===== config.mk =====
export PLATFORM = sky130hd
export DESIGN_NAME = multdiv_issue_ctrl
export DESIGN_NICKNAME = d
export VERILOG_FILES = /design/src/rtl/multdiv_ctrl_pkg.sv /design/src/rtl/md_cycle_counter.sv /design/src/rtl/multdiv_issue_ctrl.sv
export SDC_FILE = /design/constraint.sdc
export NUM_CORES = 1
export LEC_CHECK = 0
export CAP_MARGIN = 0
export CORE_MARGIN = 1
export CORE_UTILIZATION = 42
export CTS_CLUSTER_SIZE = 14
export DETAILED_ROUTE_END_ITERATION = 10
export HOLD_SLACK_MARGIN = 0.02
export PLACE_DENSITY = 0.81
export SLEW_MARGIN = 20
export SYNTH_ARGS = -nofsm -noshare
export SYNTH_HDL_FRONTEND = slang
export SYNTH_SLANG_ARGS = --single-unit

===== constraint.sdc =====
create_clock -name clock -period 2.4 [get_ports clock]
set_clock_uncertainty 0.1 [all_clocks]
set_input_delay 0.6 -clock clock [delete_from_list [all_inputs] [get_ports clock]]
set_output_delay 0.6 -clock clock [all_outputs]
set_load 0.05 [all_outputs]

===== src/rtl/multdiv_ctrl_pkg.sv =====
// Shared constants for the mult/div issue controller: instruction field
// encodings, FSM state encoding, and default rstatus exception codes.
package multdiv_ctrl_pkg;

  // R-type ALU opcode and the two ALU_op values that route to the mult/div unit
  localparam logic [4:0] OPCODE_ALU = 5'b00000;
  localparam logic [4:0] ALU_OP_MUL = 5'b00110;
  localparam logic [4:0] ALU_OP_DIV = 5'b00111;

  // Default rstatus codes written on an exception
  localparam int MUL_EXC_CODE_DEF = 4;
  localparam int DIV_EXC_CODE_DEF = 5;
  localparam int TIMEOUT_EXC_CODE = 6;

  // Width of the busy-cycle debug probe
  localparam int BUSY_CNT_W = 6;

  typedef enum logic [1:0] {
    ST_IDLE = 2'd0,
    ST_BUSY = 2'd1,
    ST_DONE = 2'd2
  } md_state_e;

  // True when the instruction is an R-type mul or div
  function automatic logic is_multdiv_insn(input logic [31:0] insn);
    return (insn[31:27] == OPCODE_ALU) &&
           ((insn[6:2] == ALU_OP_MUL) || (insn[6:2] == ALU_OP_DIV));
  endfunction

endpackage


===== src/rtl/md_cycle_counter.sv =====
// Clear/enable/saturating cycle counter. Also produces the watchdog compare,
// which is only live when MULTDIV_TIMEOUT_EN is defined.
module md_cycle_counter #(
  parameter int WIDTH = 6,
  parameter int LIMIT = 40
) (
  input  logic             clock,
  input  logic             reset,
  input  logic             clear,
  input  logic             enable,
  output logic [WIDTH-1:0] count,
  output logic             limit_hit
);

  localparam logic [WIDTH-1:0] CNT_MAX = '1;

  logic [WIDTH-1:0] count_reg;

  // Count enabled cycles; clear wins over enable, and the count sticks at all-ones
  always_ff @(posedge clock) begin
    if (!reset) begin
      count_reg <= '0;
    end else if (clear) begin
      count_reg <= '0;
    end else if (enable && (count_reg != CNT_MAX)) begin
      count_reg <= count_reg + 1'b1;
    end
  end

  assign count = count_reg;

`ifdef MULTDIV_TIMEOUT_EN
  // Hit on the last permitted BUSY cycle so the FSM leaves BUSY after LIMIT cycles
  assign limit_hit = (count_reg == WIDTH'(LIMIT - 1));
`else
  assign limit_hit = 1'b0;
`endif

endmodule


===== src/rtl/multdiv_issue_ctrl.sv =====
// Issue controller for the multi-cycle mult/div unit in the execute stage.
// Launches the unit from D/X, stalls the front of the pipe until the result
// returns, then injects the result (or an rstatus exception write) into X/M.
// Optional feature: define MULTDIV_TIMEOUT_EN to enable the BUSY watchdog.
module multdiv_issue_ctrl
  import multdiv_ctrl_pkg::*;
#(
  parameter int DATA_W         = 32,
  parameter int REG_W          = 5,
  parameter int RSTATUS_REG    = 30,
  parameter int MUL_EXC_CODE   = MUL_EXC_CODE_DEF,
  parameter int DIV_EXC_CODE   = DIV_EXC_CODE_DEF,
  parameter int TIMEOUT_CYCLES = 40
) (
  input  logic              clock,
  input  logic              reset,
  input  logic [31:0]       insn_dx,
  input  logic [DATA_W-1:0] operand_a,
  input  logic [DATA_W-1:0] operand_b,
  input  logic              flush,
  output logic              md_ctrl_mult,
  output logic              md_ctrl_div,
  output logic [DATA_W-1:0] md_operand_a,
  output logic [DATA_W-1:0] md_operand_b,
  input  logic [DATA_W-1:0] md_result,
  input  logic              md_exception,
  input  logic              md_result_rdy,
  output logic              stall,
  output logic              result_valid,
  output logic [DATA_W-1:0] result_data,
  output logic [REG_W-1:0]  result_rd,
  output logic [5:0]        busy_cycles
);

  md_state_e         state_reg;
  logic [DATA_W-1:0] op_a_reg;
  logic [DATA_W-1:0] op_b_reg;
  logic [REG_W-1:0]  rd_reg;
  logic              op_div_reg;
  logic [DATA_W-1:0] result_data_reg;
  logic [REG_W-1:0]  result_rd_reg;

  logic              insn_is_div;
  logic              start;
  logic              in_busy;
  logic              timeout_hit;
  logic              unused_insn_bits;

  // Only opcode, rd and ALU_op matter here; the rest of the word is ignored
  assign unused_insn_bits = ^{insn_dx[21:7], insn_dx[1:0]};

  assign insn_is_div = (insn_dx[6:2] == ALU_OP_DIV);
  assign in_busy     = (state_reg == ST_BUSY);

  // Reset is folded in so nothing launches or stalls while reset is held low
  assign start = reset && !flush && (state_reg == ST_IDLE) && is_multdiv_insn(insn_dx);

  // Stall is combinational so the issue cycle itself already freezes the front end
  assign stall        = start | in_busy;
  assign md_ctrl_mult = start & ~insn_is_div;
  assign md_ctrl_div  = start &  insn_is_div;

  // Forward live operands in the issue cycle (the unit samples them with the
  // start pulse), then hold the latched copy while the unit works
  assign md_operand_a = start ? operand_a : op_a_reg;
  assign md_operand_b = start ? operand_b : op_b_reg;

  // A flush arriving in DONE squashes the write into X/M
  assign result_valid = (state_reg == ST_DONE) && !flush;
  assign result_data  = result_data_reg;
  assign result_rd    = result_rd_reg;

  md_cycle_counter #(
    .WIDTH (BUSY_CNT_W),
    .LIMIT (TIMEOUT_CYCLES)
  ) u_busy_counter (
    .clock     (clock),
    .reset     (reset),
    .clear     (start),
    .enable    (in_busy),
    .count     (busy_cycles),
    .limit_hit (timeout_hit)
  );

  // Issue FSM: IDLE -> BUSY on start, BUSY -> DONE on result/timeout, DONE -> IDLE
  always_ff @(posedge clock) begin
    if (!reset) begin
      state_reg       <= ST_IDLE;
      op_a_reg        <= '0;
      op_b_reg        <= '0;
      rd_reg          <= '0;
      op_div_reg      <= 1'b0;
      result_data_reg <= '0;
      result_rd_reg   <= '0;
    end else begin
      case (state_reg)
        ST_IDLE: begin
          if (start) begin
            state_reg  <= ST_BUSY;
            op_a_reg   <= operand_a;
            op_b_reg   <= operand_b;
            rd_reg     <= insn_dx[26:22];
            op_div_reg <= insn_is_div;
          end
        end
        ST_BUSY: begin
          if (flush) begin
            // Squashed: any late ready from the unit is simply never looked at
            state_reg <= ST_IDLE;
          end else if (md_result_rdy) begin
            state_reg <= ST_DONE;
            if (md_exception) begin
              result_data_reg <= op_div_reg ? DATA_W'(DIV_EXC_CODE) : DATA_W'(MUL_EXC_CODE);
              result_rd_reg   <= REG_W'(RSTATUS_REG);
            end else begin
              result_data_reg <= md_result;
              result_rd_reg   <= rd_reg;
            end
          end else if (timeout_hit) begin
            state_reg       <= ST_DONE;
            result_data_reg <= DATA_W'(TIMEOUT_EXC_CODE);
            result_rd_reg   <= REG_W'(RSTATUS_REG);
          end
        end
        ST_DONE: begin
          state_reg       <= ST_IDLE;
          result_data_reg <= '0;
          result_rd_reg   <= '0;
        end
        default: begin
          state_reg <= ST_IDLE;
        end
      endcase
    end
  end

endmodule


# Word level (Yosys, flattened, before mapping)
# Cells that the tools add are included.
[word_totals]
inputBits = 133
wordCells = 53
out_inout_bits = 111
regBits = 115
[classes]
reduce_logical = 15
n_addsub = 1
bitwise = 5
n_eq_ne = 9
n_mux = 15
[ops]
columns = ["cell", "n"]
rows = [
  ["2-to-1 mux 32 bit", 5],
  ["one-hot mux 32 bit (2 select lines)", 1],
  ["2-to-1 mux 5 bit", 3],
  ["== test 5 x 3 -> 1 bit (second input constant)", 2],
  ["one-hot mux 5 bit (2 select lines)", 1],
  ["adder 6 x 1 -> 6 bit (second input constant)", 1],
  ["logical AND 1 bit", 6],
  ["2-to-1 mux 2 bit", 3],
  ["inequality test 2 bit (second input constant)", 3],
  ["inequality test 6 bit (second input constant)", 1],
  ["logical NOT 5 bit", 1],
  ["one-hot mux 2 bit (2 select lines)", 1],
  ["AND reduction 2 bit", 2],
  ["inequality test 3 bit (second input constant)", 1],
  ["AND reduction 3 bit", 1],
  ["bitwise AND 1 bit", 2],
  ["== test 2 x 1 -> 1 bit (second input constant)", 1],
  ["== test 2 bit (second input constant)", 1],
  ["logical NOT 2 bit", 1],
  ["inverter 1 bit", 2],
  ["nonzero test 2 bit", 1],
  ["OR reduction 2 bit", 1],
  ["logical NOT 1 bit", 1],
  ["logical OR 1 bit", 1],
  ["other kinds (2)", 2],
]

# Longest topological paths before layout
# Gate-level depths: netlist (run 1).
[logic_depth]
ltp_word = 6
depth_mapped = 6
mapped_depth_nobuf = 4

# Modules after synthesis
# Synthesis (run 1) repeated with hierarchy kept, for this count alone.
[hier_totals]
cells_unflattened = 680
area_unflattened_um2 = 5317.6
[by_module_without_submodules]
columns = ["module", "cells_each", "n_inst", "area_per_inst_um2", "seq_area_each_um2"]
rows = [
  ["multdiv_issue_ctrl", 643, 1, 4988.5, 2182.1],
  ["md_cycle_counter", 37, 1, 329.1, 120.1],
]

# Least setup slack after synthesis (run 1)
# No wires, ideal clock.
[synth_timing]
kind = "input port to output port"
from = "input port reset"
to = "output port md_ctrl_mult"
path_stages = 6
path_slack_ns = -0.516
required_time_ns = 1.700
n_path_buf = 3
t_arrival_ns = 2.216
path_cell_list = "buf_2 > nor2b_1 > nand4_1 > buf_2 > buf_2 > a21oi_1"
[synth_via]
elab_chain_len = 4
[synth_lines]
columns = ["element", "line", "source"]
rows = [
  ["start, declared", "multdiv_issue_ctrl.sv:16", "input logic reset,"],
  ["logical AND 1 bit (3 in series)", "multdiv_issue_ctrl.sv:56", "assign start = reset && !flush && (state_reg == ST_IDLE) && is_multdiv_insn(insn_dx);"],
  ["bitwise AND 1 bit", "multdiv_issue_ctrl.sv:60", "assign md_ctrl_mult = start & ~insn_is_div;"],
  ["end, declared", "multdiv_issue_ctrl.sv:21", "output logic md_ctrl_mult,"],
]
# Every way passes these cells.

# Final worst setup path (run 1)
[layout_timing]
from = "register state_reg[0]"
to = "output port md_operand_a[3]"
[layout_via]
elab_chain_len = 4
[layout_lines]
columns = ["element", "line", "source"]
rows = [
  ["start, declared", "multdiv_issue_ctrl.sv:35", "md_state_e state_reg;"],
  ["start signal, assigned", "multdiv_issue_ctrl.sv:88", "state_reg <= ST_IDLE;"],
  ["start signal, assigned", "multdiv_issue_ctrl.sv:99", "state_reg <= ST_BUSY;"],
  ["start signal, assigned", "multdiv_issue_ctrl.sv:109", "state_reg <= ST_IDLE;"],
  ["logical NOT 2 bit", "multdiv_issue_ctrl.sv:56", ""],
  ["logical AND 1 bit (2 in series)", "multdiv_issue_ctrl.sv:56", ""],
  ["2-to-1 mux 32 bit", "-", ""],
  ["end, declared", "multdiv_issue_ctrl.sv:23", "output logic [DATA_W-1:0] md_operand_a,"],
]
# Every way passes these cells.

==> reports/qor.txt, run 1 <==
routed length per instance: 17.1 um
Syn Nets: 729
Leak: 4.63 nW
Post-DRT Antenna Nets: 0
Yosys reg bits: 115
Die H: 115 um
drt total wl: 18000 um
crit path DAT: 2.25 ns
maximum buffer depth of the clock tree: 2
# Max-Cap Violations: 0
highest routed layer: met4
CP max stage delay: 0.35 ns
status: finished with violations
Core Area: 12200 um2
count of different cell masters after synthesis: 38
crit-path cells: nor4_4, nand4_1, buf_6, buf_12, buf_8, buf_8, mux2_4, buf_8
TritonCTS clock tree: yes
Warnings, synthesis: 0
Worst Hold Class: reg -> reg
Port-buffer cells: 226
Max-slew headroom: 0.389
hold_sp: rd_reg[4]$_SDFFE_PN0P_
share of the synthesized area in the top cell type: 0.431
WP data required: 1.70 ns
worst r2r src: state_reg[0]$_SDFFE_PN0P_
largest cells by area after synthesis: dfxtp_1, mux2i_1, mux2_1
largest net degree at the start of global routing: 81
Die Wd: 115 um
area delta synth->final: 81.3%
post-route cell area: 9690 um2
Slowest-stage cell, CP: dfxtp_4
top-level port count: 244
Power Density: 520 nW/um2
violated checks: setup timing
crit-path max FO: 6
global-route wire length before repair: 27800 um
Hold Slack: 0.359 ns
Post-Synthesis Cells: 595
slew at the pin closest to its max-slew limit: 0.916 ns
Hold Vio Cnt, Final: 0
fmax: 339 MHz
vias per inst: 5.16
total track usage: 0.273
area leader, netlist: dfxtp_1
GRT overflow: 0
CTS Sinks: 115
kind of critical path: reg -> out
Fill cells: 776
# nets final: 1006
worst skew pair latency: 0.40 ns
Routability Congestion: 0.773
num rows: 40
Iter 0 DRT Violations: 280
Root Buffer: clkbuf_16
final slew viol count: 0
Final setup viols: 67
Startpoint Class: flip-flop
sequential-to-total area share from yosys stat: 0.431
Reg clk slew, reported paths: 0.05 ns
Sum Neg Setup Slack: -31.43 ns
RSZ-0062 raised after global routing: true
total CTS buffers: 17
H-tree levels: 4
Avg Inst Size Synth: 8.99 um2
final worst slack: -0.553 ns
Starting Density: 0.438
worst vdd ir: 483 uV
CP startpoint: state_reg[0]$_SDFFE_PN0P_
initial antenna violation count: 1
most common cell after layout, fill and taps aside: clkdlybuf4s50_1
die area: 13200 um2
Syn Std Cell Area: 5350 um2
commonest cells after routing, fill and taps aside: clkdlybuf4s50_1, dfxtp_1, nand2_1
crit share post-route: 1.23
min Tclk post-route: 2.95 ns
Worst path most repeated cell: buf_8
Final Power: 5.04 mW
metal2 WL: 9490 um
setup slack, reg-to-reg: 0.11 ns
Area after DPL: 8460 um2
Post-DP HPWL: 11600 um
DRC: 0
metal1 wirelength: 6620 um
number of global-route vias before repair: 5728
met3 routed WL: 1280 um
Worst setup EP type: output pin
via count: 5435
First-pass DRT Iterations: 5
share of layout cells above drive strength 1: 0.287
==> path summary, 6_finish.rpt <==
| check | end | cells after the start |
|---|---|---|
| hold reg to reg | rd_reg[4]$_SDFFE_PN0P_ | 2 |
| setup reg to reg | u_busy_counter.count[5]$_SDFFE_PP0P_ | 13 |
| hold / removal | rd_reg[4]$_SDFFE_PN0P_ | 2 |
| setup / recovery | md_operand_a[3] | 8 |
==> kinds of logic after synthesis <==
| family | after synthesis | share of synthesized area |
|---|---|---|
| AND/OR/NAND/NOR | 190 | 0.165 |
| multiplexers | 134 | 0.266 |
| flip-flops | 115 | 0.431 |
| buffers and inverters | 107 | 0.0852 |
| AO/OA/AOI/OAI | 48 | 0.0508 |
| adder cells (fa/ha/maj) | 1 | 0.00234 |
==> layer usage <==
metal | vias to the layer above | track usage
met5 | - | 0
met4 | 0 | 0.146
met3 | 55 | 0.0812
met2 | 237 | 0.503
met1 | 2583 | 0.278
li1 | 2560 | -
==> metrics by stage <==
stage	setup slack [ns]	std cells	utilization
2_1_floorplan	-0.0959	595	-
3_3_place_gp	-0.740	983	0.693
3_5_place_dp	-0.758	983	0.693
4_1_cts	-0.500	1052	0.791
5_1_grt	-0.635	1053	0.794
6_report	-0.553	1053	0.794
==> Yosys cell counts <==
cell type and number:
a211oi_1 1, a21boi_0 1, a21oi_1 37, a311o_1 1, a311oi_1 1, a31oi_1 2
a41o_1 1, and3_1 2, and4_1 1, and4b_1 1, and4bb_2 1, buf_1 4
buf_2 13, buf_6 5, clkbuf_1 21, clkinv_1 1, dfxtp_1 115, ha_1 1
inv_1 63, mux2_1 46, mux2_2 19, mux2i_1 69, nand2_1 87, nand2b_1 2
nand3_1 66, nand4_1 3, nand4bb_1 1, nor2_1 8, nor2b_1 3, nor3_1 11
nor4_1 1, nor4_2 1, nor4bb_1 1, o2111a_1 1, o211ai_1 1, o21ai_0 1
o22ai_1 1, or2_2 1
==> final cells by class <==
class	count	area, um2	share of cell area
timing repair buffer	301	3510	0.363
multi-input combinational	373	2760	0.285
sequential	115	2310	0.238
clock buffer	22	484	0.0500
inverter	64	240	0.0248
tap	168	210	0.0217
clock inverter	9	175	0.0181
antenna	1	2.50	0.000258
==> critical path, delay by kind of cell (launching register included) <==
| family | cells | cell delay (ns) |
|---|---|---|
| AND/OR/NAND/NOR | 2 | 0.47 |
| flip-flops | 1 | 0.35 |
| buffers and inverters | 5 | 0.71 |
| multiplexers | 1 | 0.31 |
==> repair_timing <==
item                                    in CTS  in global routing
hold endpoints to repair                     0                  0
endpoints found under the setup margin      70                 73
pin swaps                                    3                  3
cloned                                       1                  2
hold buffers                                 0                  0
resized for setup                           83                 11
buffers inserted                            37                  1
==> power by group <==
group | switching, mW | internal (mW) | leakage, nW | total [mW]
Clock | 0.862 | 1.94 | 0.318 | 2.80
Combinational | 0.125 | 0.201 | 3.39 | 0.327
Sequential | 0.000467 | 1.91 | 0.927 | 1.91
Total | 0.988 | 4.05 | 4.63 | 5.04
Note: power is estimated with default switching activity, not from simulation.
==> inputs of run 2 (changes only) <==
--- a/config.mk
+++ b/config.mk
@@ -8,6 +8,7 @@
 export CAP_MARGIN = 0
 export CORE_MARGIN = 1
 export CORE_UTILIZATION = 42
+export CTS_BUF_LIST = sky130_fd_sc_hd__clkbuf_16
 export CTS_CLUSTER_SIZE = 14
 export DETAILED_ROUTE_END_ITERATION = 10
 export HOLD_SLACK_MARGIN = 0.02
==> run 2 against run 1 <==
Compared with the run above:
- the flow still finishes with violations (setup timing)
- wire length down 2.6%
- worst setup slack worse by 0.077 ns
- sequential cell count unchanged
- non-clock buffer count up 1
- via count down 1.3%
- combinational power about the same
- design area down 0.81%
- sequential power about the same
==> reports/qor.txt, run 2 (same netlist as run 1, synthesis figures left out) <==
worst skew pair latency: 0.40 ns (about the same)
worst r2r src: state_reg[0]$_SDFFE_PN0P_
final cell count without fillers: 1054 (+0.095%)
crit path DAT: 2.33 ns (+0.08 ns)
Reg clk slew, reported paths: 0.05 ns (about the same)
# nets final: 1007 (+0.099%)
internal power: 3.92 mW (-3.2%)
min Tclk post-route: 3.03 ns (+0.0771 ns)
Reg power frac: 0.390 (+0.011)
via count: 5367 (-1.3%)
Switching Share: 0.199 (+0.00301)
Root Buffer: clkbuf_16
crit-path cells: clkdlybuf4s15_1, nor4_4, nand4_1, buf_6, buf_6, buf_12, buf_12, buf_8, mux2_4, buf_12
WP data required: 1.70 ns (about the same)
Place WS: -0.758 ns (unchanged)
Post-DRT Antenna Nets: 0 (unchanged)
hold_sp: rd_reg[4]$_SDFFE_PN0P_
routed length per instance: 16.7 um (-2.7%)
Worst setup EP type: output pin
drt total wl: 17600 um (-2.6%)
r2r worst-path depth: 13 (unchanged)
total track usage: 0.269 (-0.00415)
Worst R2R End: u_busy_counter.count[5]$_SDFFE_PP0P_
Slowest-stage cell, CP: mux2_4
Post-DP HPWL: 11600 um (unchanged)
vias per inst: 5.09 (-1.3%)
crit share post-route: 1.26 (+0.0321)
Startpoint Class: input port
final worst slack: -0.630 ns (-0.0771 ns)
CTS Sinks: 115 (unchanged)
slew at the pin closest to its max-slew limit: 0.925 ns (+0.00917 ns)
Worst Hold Class: reg -> reg
number of global-route vias before repair: 5596 (-2.3%)
RSZ-0062 raised after global routing: true
most common cell after layout, fill and taps aside: clkdlybuf4s50_1
commonest cells after routing, fill and taps aside: clkdlybuf4s50_1, dfxtp_1, nand2_1
Worst path most repeated cell: buf_12
# Max-Cap Violations: 0 (unchanged)
P_sw: 0.974 mW (-1.4%)
Power Density: 509 nW/um2 (-2.1%)
Routability Congestion: 0.773 (unchanged)
kind of cell adding the most delay to the critical path: buffers and inverters
global-route wire length before repair: 27400 um (-1.5%)
First-pass DRT Iterations: 5 (unchanged)
initial antenna violation count: 1 (unchanged)
Die Wd: 115 um (unchanged)
setup slack, reg-to-reg: 0.01 ns (-0.10 ns)
Final setup viols: 73 (+9.0%)
Iter 0 DRT Violations: 265 (-5.4%)
status: finished with violations
Core Area: 12200 um2 (unchanged)
Starting Density: 0.438 (unchanged)
CP startpoint: insn_dx[29]
total CTS buffers: 17 (unchanged)
Leak: 4.62 nW (-0.34%)
area delta synth->final: 79.8%
Port-buffer cells: 226 (unchanged)
TritonCTS clock tree: yes
Logic pwr share: 0.067 (+0.002)
crit-path max FO: 7 (+1)
Max-slew headroom: 0.383 (-0.00612)
Worst Hold Path EP: rd_reg[4]$_SDFFE_PN0P_
Hold Slack: 0.360 ns (+0.000743 ns)
DRC: 0 (unchanged)
cts hold-fix bufs: 0 (unchanged)
die area: 13200 um2 (unchanged)
worst vdd ir: 465 uV (-3.8%)
violated checks: setup timing
Clock Power Share: 0.543 (-0.013)
Final Power: 4.90 mW (-2.9%)
top-level port count: 244 (unchanged)
fmax: 330 MHz (-2.5%)
num rows: 40 (unchanged)
GRT overflow: 0 (unchanged)
largest net degree at the start of global routing: 81 (unchanged)
CP max stage delay: 0.31 ns (-0.04 ns)
Die H: 115 um (unchanged)
Cell Count Post-Placement: 983 (unchanged)
share of layout cells above drive strength 1: 0.281 (-0.00597)
H-tree levels: 4 (unchanged)
Sum Neg Setup Slack: -32.35 ns (-0.921 ns)
maximum buffer depth of the clock tree: 2 (unchanged)
Hold Vio Cnt, Final: 0 (unchanged)
Worst Hold Depth: 2 (unchanged)
crit path buf inv count: 7 (+2)
kind of critical path: in -> out
final slew viol count: 0 (unchanged)
Fill cells: 796 (+2.6%)
## run 2: cell types whose count changed in the layout (fill, tap and decap cells not counted), moves of 2 or more
cell / change
clkbuf_16: -2
buf_6: +7
mux2_4: +3
mux2_2: -3
clkinv_1: +4
buf_8: -4
clkbuf_8: -4
## run 2: per-stage QoR
stage                     area [um2]   util
after floorplan                 5470      -
after global placement          8460  0.693
after detailed placement        8460  0.693
after CTS                       9540  0.781
after global routing            9610  0.787
final                           9610  0.787
## run 2: layer usage
metal | vias up | track usage | routed length [um]
met2 | 204 | 0.495 | 9160
met3 | 49 | 0.0796 | 1210
met5 | - | 0 | 0
met1 | 2547 | 0.276 | 6530
met4 | 0 | 0.137 | 654
li1 | 2567 | - | -
## run 2: worst reg2reg max path: cells and delay by family, from the launching register on
| family | cells | cell delay (ns) |
|---|---|---|
| buffers and inverters | 10 | 1.24 |
| AO/OA/AOI/OAI | 2 | 0.56 |
| flip-flops | 1 | 0.36 |
| AND/OR/NAND/NOR | 1 | 0.06 |
## run 2: how the worst max path moves through the flow
| stage | cells after the start | slack [ns] | end |
|---|---|---|---|
| 3_5_place_dp | 7 | -0.76 | md_operand_a[3] |
| 5_1_grt | 9 | -0.70 | md_operand_a[26] |
| 4_1_cts | 9 | -0.59 | md_operand_a[26] |
| 2_1_floorplan | 5 | -0.1 | md_operand_a[0] |
| 6_report | 10 | -0.63 | md_operand_a[26] |
| 3_3_place_gp | 7 | -0.74 | md_operand_a[3] |
## run 2: area by class of cell
class | instances | area [um2] | share of cell area
antenna | 1 | 2.50 | 0.000260
clock buffer | 17 | 425 | 0.0443
clock inverter | 14 | 194 | 0.0202
inverter | 64 | 240 | 0.0250
multi-input combinational | 373 | 2760 | 0.287
sequential | 115 | 2300 | 0.240
tap | 168 | 210 | 0.0219
timing repair buffer | 302 | 3470 | 0.361
## run 2: power groups by stage
stage	logic, mW	clock network (mW)	registers (mW)
5_1_grt	0.349	2.80	1.91
6_report	0.326	2.66	1.91
3_5_place_dp	0.306	0	1.95
4_1_cts	0.320	2.69	1.91
3_3_place_gp	0.297	0	1.95
2_1_floorplan	0.0737	0	1.95
## run 2: timing repair
action	4_1_cts	5_1_grt
buffers inserted	32	8
gates cloned	1	0
setup endpoints to repair	69	77
pin swaps	5	2
resized for setup	76	19
==> RTL edit, RTL diff (settings of run 1) <==
Add a define of `MULTDIV_TIMEOUT_EN`.
--- a/src/rtl/md_cycle_counter.sv
+++ b/src/rtl/md_cycle_counter.sv
@@ -1,5 +1,7 @@
 // Clear/enable/saturating cycle counter. Also produces the watchdog compare,
 // which is only live when MULTDIV_TIMEOUT_EN is defined.
+`define MULTDIV_TIMEOUT_EN
+
 module md_cycle_counter #(
   parameter int WIDTH = 6,
   parameter int LIMIT = 40
Behaviour: same outputs for any inputs over 4 cycles, from zero or initial values and one cycle with reset low; that may be too few to reach the edited logic, so the function may still have changed.
==> RTL edit against run 1 <==
- the flow still finishes with violations (setup timing)
- sequential cell count unchanged
- wire length decreased by 2.2%
- synthesized area decreased by 7.8%
- design area decreased by 7.7%
- worst setup slack improved by 150 ps
- critical path depth unchanged
- global-route usage increased by 0.97 points
- critical path type is now primary input to output pin
- critical endpoint is now md_operand_b[11]
Power is not compared: it rests on default switching activity, and its combinational part moved more than twofold at a synthesized area within 25%.
==> RTL edit: results (changes against run 1) <==
- Post-route DRC: 0 (unchanged)
- Vias in the first global route: 4706 (-18%)
- Status: finished, violations left
- Met2 GRT Util: 50.4% (+0.092 points)
- Placed Cells incl. Taps: 832 (-15%)
- WL/cell: 19.5 um (+14%)
- Synth cell count leaders: dfxtp_1, nand2_1, and2_1
- GP Congestion: 0.786 (+1.7%)
- Crit path DAT: 2100 ps (-150 ps)
- Syn_nets: 605 (-17%)
- CTS Buf Count: 17 (unchanged)
- Met1 Resource Use GR: 29.0% (+1.3 points)
- Initial antenna violation count: 0 (-1)
- Via density: 5.05 (-2.2%)
- Violated checks: setup timing
- First-pass GRT wire length: 25.2 mm (-9.6%)
- CP startpoint: insn_dx[29]
- Total Nets Final: 885 (-12%)
- Final setup viols: 67 (unchanged)
- Worst setup path end: md_operand_b[11]
- Antenna Cells: 0 (-1)
- Sequential area share after synthesis: 46.7% (+3.6 points)
- Maximum vdd ir drop: 0.000441 V
- 1st-iter DRT viols: 196 (-30%)
- Dpl hpwl: 10.0 mm (-14%)
- Syn avg cell area: 10.6 um^2 (+17%)
- Layout cells sized above 1: 32.9% (+4.2 points)
- Largest net degree at the start of global routing: 102 (+26%)
- Share of flip-flops with an asynchronous set or reset: 0% (unchanged)
- Reg clk slew, reported paths: 50 ps (about the same)
- Reg2reg end: op_b_reg[8]$_SDFFE_PN0N_
- Final worst slack: -404 ps (+149 ps)
- Worst reg2reg path depth: 10 (-3)
- CP max FO: 8 (+2)
- Pre-CTS setup slack: -739 ps (+19.1 ps)
- Routed wire length: 17.6 mm (-2.2%)
- Reg2reg start: state_reg[1]$_SDFFE_PN0P_
- Synth area leaders: dfxtp_1, mux2_4, and2_1, mux2i_1, nand2_1
- Clk Latency, worst-skew pair: 420 ps (+20 ps)
- Met3 Resource Use GR: 9.94% (+1.8 points)
- Root Buffer: clkbuf_16
- GR Util All Layers: 28.3% (+0.97 points)
- Filler cell count in the final layout: 645 (-17%)
- Measured slew at the worst slew-check pin: 897 ps (-18.6 ps)
- Synth unique cells: 32 (-16%)
- Setup slack, reg-to-reg: 330 ps (+220 ps)
- First-pass iteration count of the detailed router: 6 (+1)
## RTL edit: changes by cell type in the layout (fill, tap and decap cells not counted), moves of 17 or more
cell,before,now
nand3_1,66,7
mux2_2,38,0
a21oi_1,36,14
buf_4,55,37
mux2i_1,69,39
buf_12,51,26
buf_6,17,45
mux2_4,27,64
and2_1,0,65
inv_1,63,9
nand2_1,86,69
## RTL edit: logic make-up after synthesis
| logic type | share of synthesized area (%) |
|---|---|
| simple gates | 17.5 |
| flops | 46.7 |
| mux | 26.3 |
| buf+inv | 3.96 |
| compound gates | 3.35 |
| xor+xnor | 0.888 |
| fa+ha+maj | 1.27 |
## RTL edit: timing repair
item	4_1_cts	5_1_grt
pin swaps	8	4
buffers inserted	28	12
resized for setup	152	12
endpoints found under the setup margin	68	72
cloned	4	0
hold buffers	0	0
## RTL edit: how the worst min path moves through the flow
| stage | from | to | slack [ps] | cells past startpoint |
|---|---|---|---|---|
| global route | rd_reg[0]$_SDFFE_PN0P_ | result_rd[0]$_SDFFE_PN0P_ | 380 | 2 |
| finish | result_data[23]$_SDFFE_PN0P_ | result_data[23]$_SDFFE_PN0P_ | 360 | 2 |
| CTS | rd_reg[0]$_SDFFE_PN0P_ | result_rd[0]$_SDFFE_PN0P_ | 360 | 2 |
| detailed placement | result_data[23]$_SDFFE_PN0P_ | result_data[23]$_SDFFE_PN0P_ | 350 | 2 |
| global placement | result_data[26]$_SDFFE_PN0P_ | result_data[26]$_SDFFE_PN0P_ | 340 | 2 |
| floorplan | rd_reg[0]$_SDFFE_PN0P_ | result_rd[0]$_SDFFE_PN0P_ | 330 | 2 |
## RTL edit: where the power goes
part           internal (mW)  leakage, nW  switching [mW]
sequential              1.96        0.927          0.0332
clock                   1.53        0.287           0.897
combinational          0.427         2.95           0.464
## RTL edit: area by class of cell
class	instances	area, um^2	area share [%]
clock inverters	12	114	1.27
inverters	11	41.3	0.462
clock buffers	20	447	5.00
flip-flops and latches	115	2300	25.8
well taps	143	179	2.00
multi-input cells	313	2560	28.7
repair buffers	289	3290	36.8
## RTL edit: metal layers
layer / vias to the layer above / routed length (um)
met2: 218 / 8960
li1: 2115 / -
met4: 0 / 701
met5: - / 0
met3: 53 / 1440
met1: 2174 / 6530
## RTL edit: stage by stage
stage	TNS, ps	power (mW)	cell area (um^2)
floorplan	-976	2.48	4980
global placement	-55660	2.87	7580
detailed placement	-63540	2.89	7580
CTS	-21210	5.30	8860
global route	-29090	5.49	8940
finish	-24900	5.32	8940
## RTL edit: worst max-delay path, cell delays in order
cell	delay (ps)
buf_6	100
nor4_4	300
nand4_1	150
buf_6	160
buf_12	150
buf_12	150
mux2_4	330
buf_12	160
